<file path="config.mk">
export PLATFORM = sky130hd
export DESIGN_NAME = vend_coin_sched
export DESIGN_NICKNAME = d
export VERILOG_FILES = /design/src/rtl/vend_coin_sched.sv
export SDC_FILE = /design/constraint.sdc
export NUM_CORES = 1
export LEC_CHECK = 0
export CORE_ASPECT_RATIO = 1.1
export CORE_MARGIN = 2
export CORE_UTILIZATION = 55
export CTS_CLUSTER_DIAMETER = 50
export DETAILED_ROUTE_END_ITERATION = 16
export PLACE_DENSITY = 0.88
export SLEW_MARGIN = 20
export SYNTH_ARGS = -nofsm -noshare
export SYNTH_HDL_FRONTEND = slang
export SYNTH_SLANG_ARGS = --single-unit
</file>
<file path="constraint.sdc">
create_clock -name clk -period 3.96 [get_ports clk]
set_input_delay 0.792 -clock clk [delete_from_list [all_inputs] [get_ports clk]]
set_output_delay 0.792 -clock clk [all_outputs]
set_load 0.01 [all_outputs]
</file>
<file path="src/rtl/vend_coin_sched.sv">
// Coin scheduler: arbitrates two coin acceptors, issues one 5/10 pulse per coin,
// then watches for product/change strobes and runs the motor/hopper on a vend.
module vend_coin_sched #(
    parameter int unsigned GAP       = 3,
    parameter int unsigned MOTOR_CYC = 8
) (
    input  logic       clk,
    input  logic       rst,
    input  logic       a_valid,
    input  logic       a_coin,
    output logic       a_ready,
    input  logic       b_valid,
    input  logic       b_coin,
    output logic       b_ready,
    output logic       c5,
    output logic       c10,
    input  logic       p_out,
    input  logic       c_out,
    output logic       motor_en,
    output logic       change_en,
    output logic       busy,
    output logic [7:0] coin_cnt,
    output logic [7:0] vend_cnt
);

    typedef enum logic [1:0] {S_IDLE, S_ISSUE, S_GAP, S_DISPENSE} state_t;

    state_t     state, state_nxt;
    logic [7:0] cnt, cnt_nxt;
    logic       vend_f, vend_f_nxt;
    logic       chg_f, chg_f_nxt;
    logic       coin_type, coin_type_nxt;
    logic       last_b;
    logic       accept;
    logic       vend_done;

    // Grants are gated by rst so both readies read 0 for the whole reset.
    always_comb begin
        a_ready = 1'b0;
        b_ready = 1'b0;
        if (state == S_IDLE && rst) begin
            a_ready = a_valid && (!b_valid || last_b);
            b_ready = b_valid && (!a_valid || !last_b);
        end
    end

    assign accept = a_ready || b_ready;
    assign busy   = (state != S_IDLE);

    always_comb begin
        state_nxt     = state;
        cnt_nxt       = cnt;
        vend_f_nxt    = vend_f;
        chg_f_nxt     = chg_f;
        coin_type_nxt = coin_type;
        vend_done     = 1'b0;
        unique case (state)
            S_IDLE: begin
                if (accept) begin
                    state_nxt     = S_ISSUE;
                    coin_type_nxt = a_ready ? a_coin : b_coin;
                end
            end
            S_ISSUE: begin
                vend_f_nxt = vend_f | p_out;
                chg_f_nxt  = chg_f | c_out;
                state_nxt  = S_GAP;
                cnt_nxt    = 8'(GAP - 1);
            end
            S_GAP: begin
                vend_f_nxt = vend_f | p_out;
                chg_f_nxt  = chg_f | c_out;
                // Strobes on the final GAP cycle still count toward the decision.
                if (cnt == 8'd0) begin
                    if (vend_f_nxt) begin
                        state_nxt = S_DISPENSE;
                        cnt_nxt   = 8'(MOTOR_CYC - 1);
                    end else begin
                        state_nxt = S_IDLE;
                    end
                end else begin
                    cnt_nxt = cnt - 8'd1;
                end
            end
            S_DISPENSE: begin
                if (cnt == 8'd0) begin
                    state_nxt  = S_IDLE;
                    vend_done  = 1'b1;
                    vend_f_nxt = 1'b0;
                    chg_f_nxt  = 1'b0;
                end else begin
                    cnt_nxt = cnt - 8'd1;
                end
            end
        endcase
    end

    always_ff @(posedge clk or negedge rst) begin
        if (!rst) begin
            state     <= S_IDLE;
            cnt       <= '0;
            vend_f    <= 1'b0;
            chg_f     <= 1'b0;
            coin_type <= 1'b0;
            last_b    <= 1'b1;
            coin_cnt  <= '0;
            vend_cnt  <= '0;
            c5        <= 1'b0;
            c10       <= 1'b0;
            motor_en  <= 1'b0;
            change_en <= 1'b0;
        end else begin
            state     <= state_nxt;
            cnt       <= cnt_nxt;
            vend_f    <= vend_f_nxt;
            chg_f     <= chg_f_nxt;
            coin_type <= coin_type_nxt;
            if (accept) begin
                last_b <= b_ready;
            end
            if (accept && coin_cnt != 8'hFF) begin
                coin_cnt <= coin_cnt + 8'd1;
            end
            if (vend_done && vend_cnt != 8'hFF) begin
                vend_cnt <= vend_cnt + 8'd1;
            end
            // Drive outputs from the next state so they are flops aligned to it.
            c5        <= (state_nxt == S_ISSUE) && !coin_type_nxt;
            c10       <= (state_nxt == S_ISSUE) && coin_type_nxt;
            motor_en  <= (state_nxt == S_DISPENSE);
            change_en <= (state_nxt == S_DISPENSE) && chg_f_nxt;
        end
    end

endmodule
</file>
* Word level (Yosys, flattened, before mapping) *
Cells that the tools add are included.

storage, ports and cells
  bits in registers = 34
  input port bits = 8
  output and inout port bits = 23
  word-level logic and storage cells = 70

operators by class
  add/subtract/negate cells = 3
  equal/unequal tests = 10
  mux-type cells = 20
  bitwise gates (word level) = 2
  reduce and logical (&&, ||, !) cells = 23

operator list
  kind                                              number
  2-to-1 mux 8 bit                                  3
  one-hot mux 8 bit (3 select lines)                1
  adder 8 x 1 -> 8 bit, second input constant       2
  != test 8 bit, second input constant              2
  2-to-1 mux 1 bit                                  9
  logical AND 1 bit                                 8
  zero test 8 bit                                   1
  2-to-1 mux 2 bit                                  4
  one-hot mux 2 bit (4 select lines)                1
  subtractor 8 x 1 -> 8 bit, second input constant  1
  == test 2 bit, second input constant              3
  == test 2 x 1 -> 1 bit, second input constant     2
  zero test 1 bit                                   4
  != test 2 bit, second input constant              2
  one-hot mux 1 bit (2 select lines)                2
  nonzero test 2 bit                                2
  logical OR 1 bit                                  3
  != test 3 bit, second input constant              1
  AND reduction 3 bit                               1
  nonzero test 3 bit                                1
  zero test 2 bit                                   1
  bitwise OR 1 bit                                  2
  AND reduction 2 bit                               1
  OR reduction 2 bit                                1

* Logic depth before layout (Yosys ltp) *
  depth in word-level cells = 9
  depth in mapped cells = 8
  depth with buffers taken out = 7

* Worst setup path after synthesis *
OpenSTA, ideal clock, no wires.

  path kind = input port to output port
  from = input b_valid
  to = output a_ready
  arrival time = 1.147 ns
  data required time = 3.168 ns
  slack = 2.021 ns
  stages = 3
  path buffers = 0
  path through = inv_1 o21ai_0 nor2_1

on the way
  longest elaborated chain between the ends = 4

ends and longest elaborated chain
  item               RTL line  source
  start, declared    12        input logic b_valid,
  zero test 1 bit    42        a_ready = a_valid && (!b_valid || last_b);
  logical OR 1 bit   42
  logical AND 1 bit  42
  2-to-1 mux 1 bit   41        if (state == S_IDLE && rst) begin
  end, declared      11        output logic a_ready,

No other way between the ends.

* Worst setup path in the final report *
  from = input rst
  to = output b_ready

on the way
  longest elaborated chain between the ends = 2

ends and longest elaborated chain
  item               RTL line  source
  start, declared    8         input logic rst,
  logical AND 1 bit  41
  2-to-1 mux 1 bit   41
  end, declared      14        output logic b_ready,

No other way between the ends.

==> key figures <==
Placement
  • Dpl ws: 0.8457 ns
  • I/O Buffers: 30
  • Gpl congestion: 0.7949
  • Post-DP Area: 2122 um^2
  • Post-DP HPWL: 2.643 mm
  • Placed insts: 231

Clock network
  • CTS tree: done
  • Cts hold-fix bufs: 0
  • CTS Buf Count: 5
  • PostCTS Resize Cnt: 0
  • Max clock buf depth: 2
  • CTS root buf: clkbuf_4
  • CTS clk-pin slew, worst paths: 0.10 ns
  • Clock sink count: 34
  • Clk_lat worst skew: 0.34 ns
  • Setup Fix Bufs, Post-CTS: 0
  • CTS H-tree depth: 2

Cells and area
  • Most common cell after layout, fill and taps aside: dfrtp_1
  • Share of cells above drive strength 1: 0.09756
  • Antenna Cells: 0
  • Final Non-Filler Cells: 239
  • Register area: 852.1 um^2
  • Most frequent cells in the layout: 33 x dfrtp_1, 30 x clkdlybuf4s50_1, 14 x nor2_1
  • Nets: 221
  • Final Instance Area: 2181 um^2
  • Filler cell count: 235
  • Area delta synth->final: 22.23%
  • Multi-input gate area: 882.1 um^2

Floorplanning
  • Initial Util: 0.5804
  • IO Pins: 31
  • Num rows: 21
  • Die Wd: 58.31 um
  • Die Ht: 63.74 um
  • Die ar.: 3716 um^2
  • Core region area: 3074 um^2

Timing
  • Fin worst setup slack: 0.8574 ns
  • Post-route clock period utilization: 0.7835
  • RSZ-0062 raised after global routing: false
  • Worst Skew: 0.007033 ns
  • Crit path time final: 3.103 ns
  • Relative slew slack: 0.5678
  • Fin. Hold Viols: 0
  • Worst-margin pin slew: 0.6454 ns
  • Fmax: 322.3 MHz
  • Max-slew violation count: 0
  • Setup Total Neg Slack: 0 ns
  • Final-report setup violation count: 0

Synth
  • Post-synthesis async set-or-reset flop share: 1.000
  • Yosys cell types: 45
  • Leading area contributor after synthesis: dfrtp_1
  • Post-Syn Area: 1784 um^2
  • Number of synthesized flops with an enable pin: 0
  • Top-area cell type share of the netlist area: 0.4628
  • Mapped Cells: 168
  • Syn Area/Cell: 10.62 um^2
  • Syn_nets: 185
  • Synth warn: 0
  • Post-synthesis sequential area ratio: 0.4776
  • Area contributors post-synth: dfrtp_1 46%, ha_1 6.3%, xnor2_1 4.4%
  • #FFs+latches synth: 34
  • Most used DFF post-synth: dfrtp_1

Pwr
  • Leak: 0.9623 nW
  • PwrDens: 673.7 nW/um^2
  • PnR Total Power: 1.469 mW
  • Peak supply drop: 0.0004600 V

Route
  • Wire per inst: 15.11 um
  • Via/cell ratio: 6.029
  • Routed WL: 3.611 mm
  • DRC: 0
  • Via count: 1,441
  • Initial DRC Count: 108
  • Remaining antenna violation count: 0
  • First-pass DRT Iterations: 5

Critical path
  • Worst Setup End Kind: output pin
  • CP bufs+invs: 3
  • Launch point of the worst path: rst
  • Largest stage delay on the critical path: 0.55 ns
  • Max FO, Critical Path: 16
  • Most used cell, CP: clkdlybuf4s50_1
  • Top delay family on crit path: buffers and inverters
  • Reg2Reg Launch Point: cnt[0]
  • Crit-path cells: clkdlybuf4s50_1, buf_4, nand3_1, a21oi_1, clkdlybuf4s50_1
  • Startpoint types: primary input
  • Slowest stage cell on the critical path: clkdlybuf4s50_1
  • CP required: 3.17 ns
  • CP arrival: 2.31 ns
  • Worst setup path class: in -> out

Status
  • Status: complete, no violations

Worst hold path
  • Beginning of the worst hold path: coin_cnt[7]
  • Worst Hold Class: reg -> reg

Global routing
  • Total gr overflow: 0
  • First-pass GRT wire length: 6.127 mm
  • Largest net degree at the start of global routing: 25
  • Antenna violations before repair: 0
  • Vias in the first global route: 1,358
  • Total track usage: 0.2156

Run
  • Max cap viols: 0
## state kept, by name, indices dropped and copies added (netlist names)
signal,flops
coin_type,1
c5,1
cnt,8
change_en,1
motor_en,1
c10,1
vend_cnt,8
vend_f,1
state,2
last_b,1
coin_cnt,8
chg_f,1
## final cells by class
cell class                 count  area share
sequential                    34      0.3907
tap                           34     0.01951
inverter                       8     0.01377
timing repair buffer          32      0.1446
clock buffer                   8     0.02697
multi-input combinational    123      0.4045
## cells in the mapped netlist, drive strengths merged, types with 2 or more instances
library cell,number
dfrtp,33
nor2,14
o21ai,12
ha,9
nand2,9
nand3,9
xnor2,9
xor2,9
inv,8
a21oi,7
and3,6
nand4,6
nor3,4
a211oi,3
nor3b,3
and4,2
buf,2
mux2,2
nor2b,2
nor4b,2
o211ai,2
## report_power, final
part           internal [mW]  total, mW  switching [mW]
Combinational          0.322      0.697           0.375
Clock                 0.0876      0.198           0.111
Sequential             0.457      0.573           0.117
## stage by stage
| step | hold slack [ns] | utilization |
|---|---|---|
| 2_1_floorplan | 0.4688 | - |
| 3_3_place_gp | 0.4759 | 0.6903 |
| 3_5_place_dp | 0.4848 | 0.6903 |
| 4_1_cts | 0.5015 | 0.7094 |
| 5_1_grt | 0.5218 | 0.7094 |
| 6_report | 0.4990 | 0.7094 |
## worst register-to-register path, stage by stage, from the launching register on
cell      delay, ns
dfrtp_1        0.42
inv_1          0.10
ha_1           0.15
nor4b_4        0.35
and2_4         0.25
o21ai_2        0.07
a211oi_1       0.54
nor2_1         0.11
## layer usage
layer | up-vias | global-route usage | share of wire
met5 | - | 0 | 0
met4 | 0 | 0.09593 | 0.022
met3 | 11 | 0.06073 | 0.066
met2 | 55 | 0.3567 | 0.49
met1 | 703 | 0.2571 | 0.42
li1 | 672 | - | -
## cells by family (layout without fill, tap and decap cells)
logic type                 count (synthesis)  after routing  share of synthesized area
buffers and inverters                     11             48                    0.02805
adders and majority gates                  9              9                    0.06311
and+or+nand+nor                           60             60                     0.2006
DFF                                       34             34                     0.4776
AOI/OAI and AO/OA                         33             33                     0.1199
muxes                                      3              3                    0.01823
xor gates and xnor gates                  18             18                    0.09257
## worst paths after layout
check	to	slack [ns]	depth (start not counted)
worst max-delay path	b_ready	0.86	5
worst min-delay path	coin_cnt[7]	0.50	1
worst max register to register	cnt[5]	1.85	7
worst min register to register	coin_cnt[7]	0.50	1
max in group asynchronous	vend_cnt[0]	2.63	3
min in group asynchronous	motor_en	0.78	2
Power figures use the tool's default switching activity.
